`src/rtl/comparador_pkg.sv`:
```
// Shared types for the serial magnitude comparator: FSM states and the
// one-hot {menor, igual, mayor} result record.
package comparador_pkg;

    typedef enum logic [1:0] {
        IDLE    = 2'd0,
        COMPARE = 2'd1,
        DONE    = 2'd2
    } state_t;

    typedef struct packed {
        logic menor;
        logic igual;
        logic mayor;
    } result_t;

endpackage

```
`src/rtl/comparador_chunk.sv`:
```
// Combinational unsigned compare of one CHUNK-bit slice, built as an
// MSB-first equal-prefix / less-than cascade (no subtractor).
module comparador_chunk #(
    parameter int CHUNK = 4
) (
    input  logic [CHUNK-1:0] a,
    input  logic [CHUNK-1:0] b,
    output logic             lt,
    output logic             eq
);

    // eq carries "all higher bits equal"; the first differing bit decides lt.
    always_comb begin
        lt = 1'b0;
        eq = 1'b1;
        for (int i = CHUNK - 1; i >= 0; i--) begin
            lt = lt | (eq & ~a[i] & b[i]);
            eq = eq & ~(a[i] ^ b[i]);
        end
    end

endmodule

```
`src/rtl/comparador_serial.sv`:
```
// Serial A-vs-B magnitude comparator: examines CHUNK bits per clock, MSB first,
// terminating on the first differing chunk. Signed mode uses offset binary.
module comparador_serial
    import comparador_pkg::*;
#(
    parameter int WIDTH = 16,
    parameter int CHUNK = 4
) (
    input  logic             clk,
    input  logic             rst_n,
    input  logic             start,
    input  logic             signed_mode,
    input  logic [WIDTH-1:0] A,
    input  logic [WIDTH-1:0] B,
    output logic             busy,
    output logic             done,
    output logic             menor,
    output logic             igual,
    output logic             mayor
);

    localparam int NCHUNK = WIDTH / CHUNK;
    localparam int K_W    = (NCHUNK > 1) ? $clog2(NCHUNK) : 1;
    localparam logic [K_W-1:0]   K_LAST   = K_W'(NCHUNK - 1);
    localparam logic [WIDTH-1:0] MSB_MASK = WIDTH'(1) << (WIDTH - 1);

    state_t           state, state_n;
    logic [K_W-1:0]   k;
    logic [WIDTH-1:0] a_q, b_q;
    result_t          res;
    logic             load;
    logic             chunk_lt, chunk_eq;

    // Operands shift left after every equal chunk, so chunk k is always on top.
    comparador_chunk #(.CHUNK(CHUNK)) u_chunk (
        .a  (a_q[WIDTH-1 -: CHUNK]),
        .b  (b_q[WIDTH-1 -: CHUNK]),
        .lt (chunk_lt),
        .eq (chunk_eq)
    );

    always_ff @(posedge clk or negedge rst_n) begin
        if (!rst_n) state <= IDLE;
        else        state <= state_n;
    end

    always_comb begin
        state_n = state;
        busy    = 1'b0;
        done    = 1'b0;
        load    = 1'b0;
        case (state)
            IDLE: begin
                if (start) begin
                    load    = 1'b1;
                    state_n = COMPARE;
                end
            end
            COMPARE: begin
                busy = 1'b1;
                if (!chunk_eq || k == K_LAST) state_n = DONE;
            end
            DONE: begin
                busy    = 1'b1;
                done    = 1'b1;
                state_n = IDLE;
            end
            default: state_n = IDLE;
        endcase
    end

    // Inverting both MSBs in signed mode lets the unsigned cascade order two's-complement values.
    always_ff @(posedge clk or negedge rst_n) begin
        if (!rst_n) begin
            a_q <= '0;
            b_q <= '0;
            k   <= '0;
            res <= '0;
        end else if (load) begin
            a_q <= A ^ (MSB_MASK & {WIDTH{signed_mode}});
            b_q <= B ^ (MSB_MASK & {WIDTH{signed_mode}});
            k   <= '0;
        end else if (state == COMPARE) begin
            if (!chunk_eq) begin
                res <= '{menor: chunk_lt, igual: 1'b0, mayor: ~chunk_lt};
            end else if (k == K_LAST) begin
                res <= '{menor: 1'b0, igual: 1'b1, mayor: 1'b0};
            end else begin
                k   <= k + K_W'(1);
                a_q <= a_q << CHUNK;
                b_q <= b_q << CHUNK;
            end
        end
    end

    assign menor = res.menor;
    assign igual = res.igual;
    assign mayor = res.mayor;

endmodule

```
`config.mk`:
```
export PLATFORM = sky130hd
export DESIGN_NAME = comparador_serial
export DESIGN_NICKNAME = d
export VERILOG_FILES = /design/src/rtl/comparador_pkg.sv /design/src/rtl/comparador_chunk.sv /design/src/rtl/comparador_serial.sv
export SDC_FILE = /design/constraint.sdc
export NUM_CORES = 1
export LEC_CHECK = 0
export BUFFER_PORTS_ARGS = -buffer_cell sky130_fd_sc_hd__buf_4
export CORE_MARGIN = 2
export CORE_UTILIZATION = 40
export CTS_BUF_LIST = sky130_fd_sc_hd__clkbuf_8
export DETAILED_ROUTE_END_ITERATION = 10
export PLACE_DENSITY_LB_ADDON = 0.2
export SYNTH_ARGS = -nofsm -noshare
export SYNTH_HDL_FRONTEND = slang
export SYNTH_SLANG_ARGS = --single-unit
```
`constraint.sdc`:
```
create_clock -name clk -period 2.4 [get_ports clk]
set_input_delay 0 -clock clk [delete_from_list [all_inputs] [get_ports clk]]
set_output_delay 0 -clock clk [all_outputs]
set_load 0.02 [all_outputs]
```
Word level (Yosys, flattened, before mapping) --
Index checks and enable logic that the tools add are counted.
Word-level totals: bits in registers 39, bits in latches 0, memory bits (writable) 0, ROM bits 0, input bits 36, memories kept 0
Operators by class: $add $sub $neg 1, multipliers 0, divide/modulo/power cells 0, $lt $le $gt $ge 0, eq/ne operators 7, shifts and indexed selects 0, muxes and demuxes 21, bitwise gates (word level) 29, reductions and logical operators 9
Operators with widths (count):
- 2-to-1 mux 16 bit | 8
- XOR 16 bit | 2
- 2-to-1 mux 2 bit | 6
- AND 1 bit | 10
- NOT 1 bit | 10
- 2-to-1 mux 3 bit | 2
- inequality test 2 bit (second input constant) | 3
- AND reduction 3 bit | 2
- == test 2 bit (second input constant) | 2
- 2-to-1 mux 1 bit | 4
- one-hot mux 2 bit (2 select lines) | 1
- nonzero test 2 bit | 2
- XOR 1 bit | 4
- bitwise OR 1 bit | 3
- adder 2 x 1 -> 2 bit (second input constant) | 1
- == test 2 x 1 -> 1 bit (second input constant) | 1
- logical NOT 2 bit | 1
- inequality test 2 x 1 -> 1 bit (second input constant) | 1
- AND reduction 2 bit | 1
- OR reduction 2 bit | 1
- logical NOT 1 bit | 1
- logical OR 1 bit | 1

Longest topological paths before layout --
depth in word-level cells 9, gate-level depth with buffers 8, depth with buffers taken out 6

Modules after synthesis --
Synthesis repeated with hierarchy kept, for this count alone.
Second synthesis, totals: cells, all modules 215, area, all modules 1923.1 µm²
Modules (own cells, without submodules):
- comparador_serial | times used 1, cells an instance 202, area each 1824.2 µm², sequential area each 975.9 µm²
- comparador_chunk | times used 1, cells an instance 13, area each 98.8 µm², sequential area each 0.0 µm²

Least setup slack after synthesis --
Ideal clock, no wire load.
path type flip-flop to flip-flop, start point reg a_q[15], end point reg state[0], library setup time 0.125 ns, arrival 1.685 ns, setup slack 0.589 ns, stages on the path, launching flop included 8, path buffers 1, cell sequence dfrtp_1 inv_1 ha_1 and3b_1 and4_1 buf_4 nor2_1 mux2_4
Between the ends: longest elaborated chain between the ends 9
Ends and longest elaborated chain:
- from (decl) | RTL line comparador_serial.sv:29 | logic [WIDTH-1:0] a_q, b_q;
- from (signal assigned) | RTL line comparador_serial.sv:80 | a_q <= A ^ (MSB_MASK & {WIDTH{signed_mode}});
- from (signal assigned) | RTL line comparador_serial.sv:90 | a_q <= a_q << CHUNK;
- XOR 1 bit | RTL line comparador_chunk.sv:18 | eq = eq & ~(a[i] ^ b[i]);
- NOT 1 bit | RTL line comparador_chunk.sv:18
- AND 1 bit (3 in series) | RTL line comparador_chunk.sv:18
- logical NOT 1 bit
- logical OR 1 bit | RTL line comparador_serial.sv:61 | if (!chunk_eq || k == K_LAST) state_n = DONE;
- inequality test 2 bit (no line)
- AND reduction 2 bit (no line)
- to (signal assigned) | RTL line comparador_serial.sv:44 | else state <= state_n;
- to (decl) | RTL line comparador_serial.sv:27 | state_t state, state_n;
No other way between the ends. A chain may end at the register's enable or synchronous reset.

Worst setup path in the final report --
Same ends and word-level chain as after synthesis.

==> results.txt <==
The total of cells resized after clock tree synthesis came out at 0. The number of global-route vias before repair was 1573. The overall routing resource usage came out at 0.165.

Timing analysis after detailed placement gives a worst setup slack of 0.469 ns. The worst path arrival time came out at 2.13 ns. In this run the clock root is driven by a sky130_fd_sc_hd__clkbuf_8. The post-detailed-route wirelength per cell came out at 12.5 um. The via density per instance is 5.05. The remaining antenna violation count after routing is 0.

The initial core utilization is 0.411. The number of enable flip-flop cells after synthesis came out at 0. The fraction of power consumed by combinational cells is 0.432. The I/O pin total is 41. The worst-case IR drop observed on VDD is 494 uV. STA puts the critical path data required time at 2.57 ns. The count of state elements after synthesis came out at 39. The slew at the pin with the worst max-slew slack is 0.497 ns. The floorplan has 25 rows.

The repair_antennas step left the layout with diodes totalling 0. The total half-perimeter wirelength after legalization and detailed placement came out at 2650 um. The gate count after technology mapping is 210. The final worst slack came out at 0.442 ns. The synthesized cell area is 1910 um2. Setup violations remaining at the end of the flow were counted as 0. The path category of the worst min-delay check is in -> reg. The clock net sink count is 39. The Yosys warning count is 0.

The post-route clock skew came out at 0.00677 ns. The count of unique library cells instantiated by Yosys came out at 30. sky130_fd_sc_hd__dfrtp_1 takes more of the synthesized area than any other cell. Buffers inserted during clock tree synthesis total 5. The final worst-path cycle share came out at 0.816. The max-slew violation count came out at 0. The violation count after the first detailed-route iteration came out at 104.

Leaving out filler cells and counting taps, the final layout contains 332. The aggregate global routing overflow is 0. In this run the tool buffered the top-level ports with 40 buffer cells. The power density over the cells came out at 1070 nW/um2.

Measured against its own limit, the worst slew margin works out to 0.669. Counting along the longest clock path gives a buffer depth of 2. The internal portion of the total power is 1.75 mW. The part of the Yosys area used for sequential elements came out at 0.510. The post-layout utilization of the core came out at 0.566. Across the run, the number of max-cap violations was 0. In the synthesized netlist the dominant register cell turns out to be sky130_fd_sc_hd__dfrtp_1. The final design instance area without fill came out at 2640 um2. Of the cells placed in the final design, the portion with a size suffix greater than 1 is 0.198. The total negative setup slack is 0 ns. The design draws 2.82 mW. The maximum level of the CTS H-tree is 2. Setup repair after global routing left no endpoint under its margin. TritonCTS built the clock tree. The congestion estimate from routability-driven global placement came to 0.818. The initial antenna violation count came out at 0. The startpoint class of the critical path is a flip-flop.

For this design the static power due to leakage is 1.24 nW. The shortest clock period the worst path allows after layout is 1.96 ns. Yosys attributes the largest share of cell area to sky130_fd_sc_hd__dfrtp_1, sky130_fd_sc_hd__nand2_1, sky130_fd_sc_hd__a21oi_1, sky130_fd_sc_hd__nor2_1, sky130_fd_sc_hd__ha_1. The top cell type's share of synthesized area came out at 0.510. The total iterations of the first detailed-routing run is 4. The clock network power share is 0.166. The largest net degree at the start of global routing came out at 40. The number of nets handed over by synthesis was 252. STA classifies the critical path endpoint as a flip-flop. The die width came out at 73.2 um. The number of vias in the routed layout is 1675. Of the total power, the share spent switching nets is 0.380. For this run, the top clock speed supported by timing is 511 MHz. The core area came out at 4660 um2.

Relative to the synthesized area, the layout overhead comes to 37.7%. The placed cell count came out at 295. The clock edge transition at the registers on the reported setup and hold paths came out at 0.07 ns.

The worst setup path is of the reg -> reg kind. The total placed instance area is 2250 um2. The fraction of registers with async set/reset came out at 1.00. The number of remaining DRC errors came out at 0. The die footprint came out at 5360 um2. The wire length of the first global-routing pass is 6870 um.

The worst hold slack is 0.00262 ns. The highest fanout seen on the critical path came out at 10. For this block, the routed nets add up to 4160 um of wire.

The clock network latency to the later pin of the worst-skew pair is 0.28 ns. In this run the vertical extent of the chip is 73.2 um. The net load switching power is 1.07 mW.

The final-stage net count came out at 319. The flow ran to the end, and the final reports show no timing, DRC or antenna violations. The mean instance size in the synthesized netlist came out at 9.12 um2. The count of endpoints failing hold in the final timing report is 0. The part of the total power dissipated in sequential elements is 0.402.
power groups by stage:
stage	combinational (mW)	sequential (mW)	clock, mW
finish	1.22	1.13	0.469
global route	1.39	1.17	0.504
CTS	1.23	1.13	0.487
detailed placement	1.19	1.15	0
global placement	1.18	1.13	0
floorplan	0.903	1.12	0
sequential cells by signal, indices dropped and copies added (netlist names):
register  flops
mayor         1
igual         1
state         2
k             2
menor         1
b_q          16
a_q          16
cells in the mapped netlist (all sizes together), types with 2 or more instances:
| master | number |
|---|---|
| o21ai | 9 |
| a221oi | 2 |
| nand4 | 5 |
| a21oi | 21 |
| a31oi | 6 |
| nand2 | 43 |
| nand3 | 12 |
| dfrtp | 39 |
| buf | 7 |
| nor2b | 2 |
| nor2 | 21 |
| xnor2 | 6 |
| ha | 6 |
| inv | 5 |
| clkbuf | 7 |
| o211ai | 9 |
repair_timing:
item                                   CTS  global route
endpoints found under the hold margin   67             0
hold buffers                            29             0
setup buffers                            0             0
logic make-up (layout without fill, tap and decap cells):
logic type / Yosys count / after routing / synth area share
AO/OA/AOI/OAI: 52 / 52 / 0.164
buffers and inverters: 19 / 87 / 0.0484
AND/OR/NAND/NOR: 87 / 87 / 0.195
multiplexers: 1 / 1 / 0.00784
flip-flops: 39 / 39 / 0.510
XOR/XNOR: 6 / 6 / 0.0353
adder cells (fa/ha/maj): 6 / 6 / 0.0392
worst max-delay path, cell delays in order (launching register included):
cell,delay (ns)
sky130_fd_sc_hd__dfrtp_1,0.35
sky130_fd_sc_hd__inv_1,0.05
sky130_fd_sc_hd__ha_1,0.34
sky130_fd_sc_hd__and3b_1,0.25
sky130_fd_sc_hd__and4_1,0.23
sky130_fd_sc_hd__buf_4,0.18
sky130_fd_sc_hd__nor2_1,0.15
sky130_fd_sc_hd__mux2_4,0.31
final timing paths:
kind / cells past startpoint / start / slack [ns] / end
worst max-delay path: 7 / a_q[15]$_DFFE_PN0P_ / 0.44 / state[0]$_DFFE_PN0P_
worst min-delay path: 3 / B[8] / 0.003 / b_q[8]$_DFFE_PN0P_
worst max register to register: 7 / a_q[15]$_DFFE_PN0P_ / 0.44 / state[0]$_DFFE_PN0P_
worst min register to register: 1 / menor$_DFFE_PN0P_ / 0.51 / menor$_DFFE_PN0P_
max in group asynchronous: 2 / rst_n / 1.83 / b_q[3]$_DFFE_PN0P_
min in group asynchronous: 2 / rst_n / 0.22 / a_q[14]$_DFFE_PN0P_
cell type report:
type / count / area (um2)
fill: 424 / 2020
sequential: 39 / 976
multi-input combinational: 152 / 846
timing repair buffer: 74 / 628
clock buffer: 7 / 96.3
tap: 54 / 67.6
inverter: 5 / 18.8
clock inverter: 1 / 3.75
layout by cell type, fill, tap and decap left out, drive strengths merged:
cell / netlist / routed
ha: 6 / 6
a221oi: 2 / 2
nand3: 12 / 12
xnor2: 6 / 6
a22oi: 1 / 1
a31oi: 6 / 6
buf: 7 / 45
and4: 1 / 1
o2bb2ai: 1 / 1
o21bai: 1 / 1
clkbuf: 7 / 7
nand2: 43 / 43
nand4: 5 / 5
o21ai: 9 / 9
a22o: 1 / 1
o211ai: 9 / 9
nor2b: 2 / 2
a21oi: 21 / 21
o2111ai: 1 / 1
dfrtp: 39 / 39
dlygate4sd3: 0 / 29
and3b: 1 / 1
and2: 1 / 1
inv: 5 / 6
nor2: 21 / 21
and3: 1 / 1
mux2: 1 / 1
metal layers:
layer,wire (um),vias up,track usage,share of wire
met1,2000,770,0.217,0.48
li1,-,858,-,-
met5,0,-,0,0
met4,63,0,0.0679,0.015
met3,168,6,0.0290,0.040
met2,1940,41,0.269,0.46
Power figures use the tool's default switching activity.
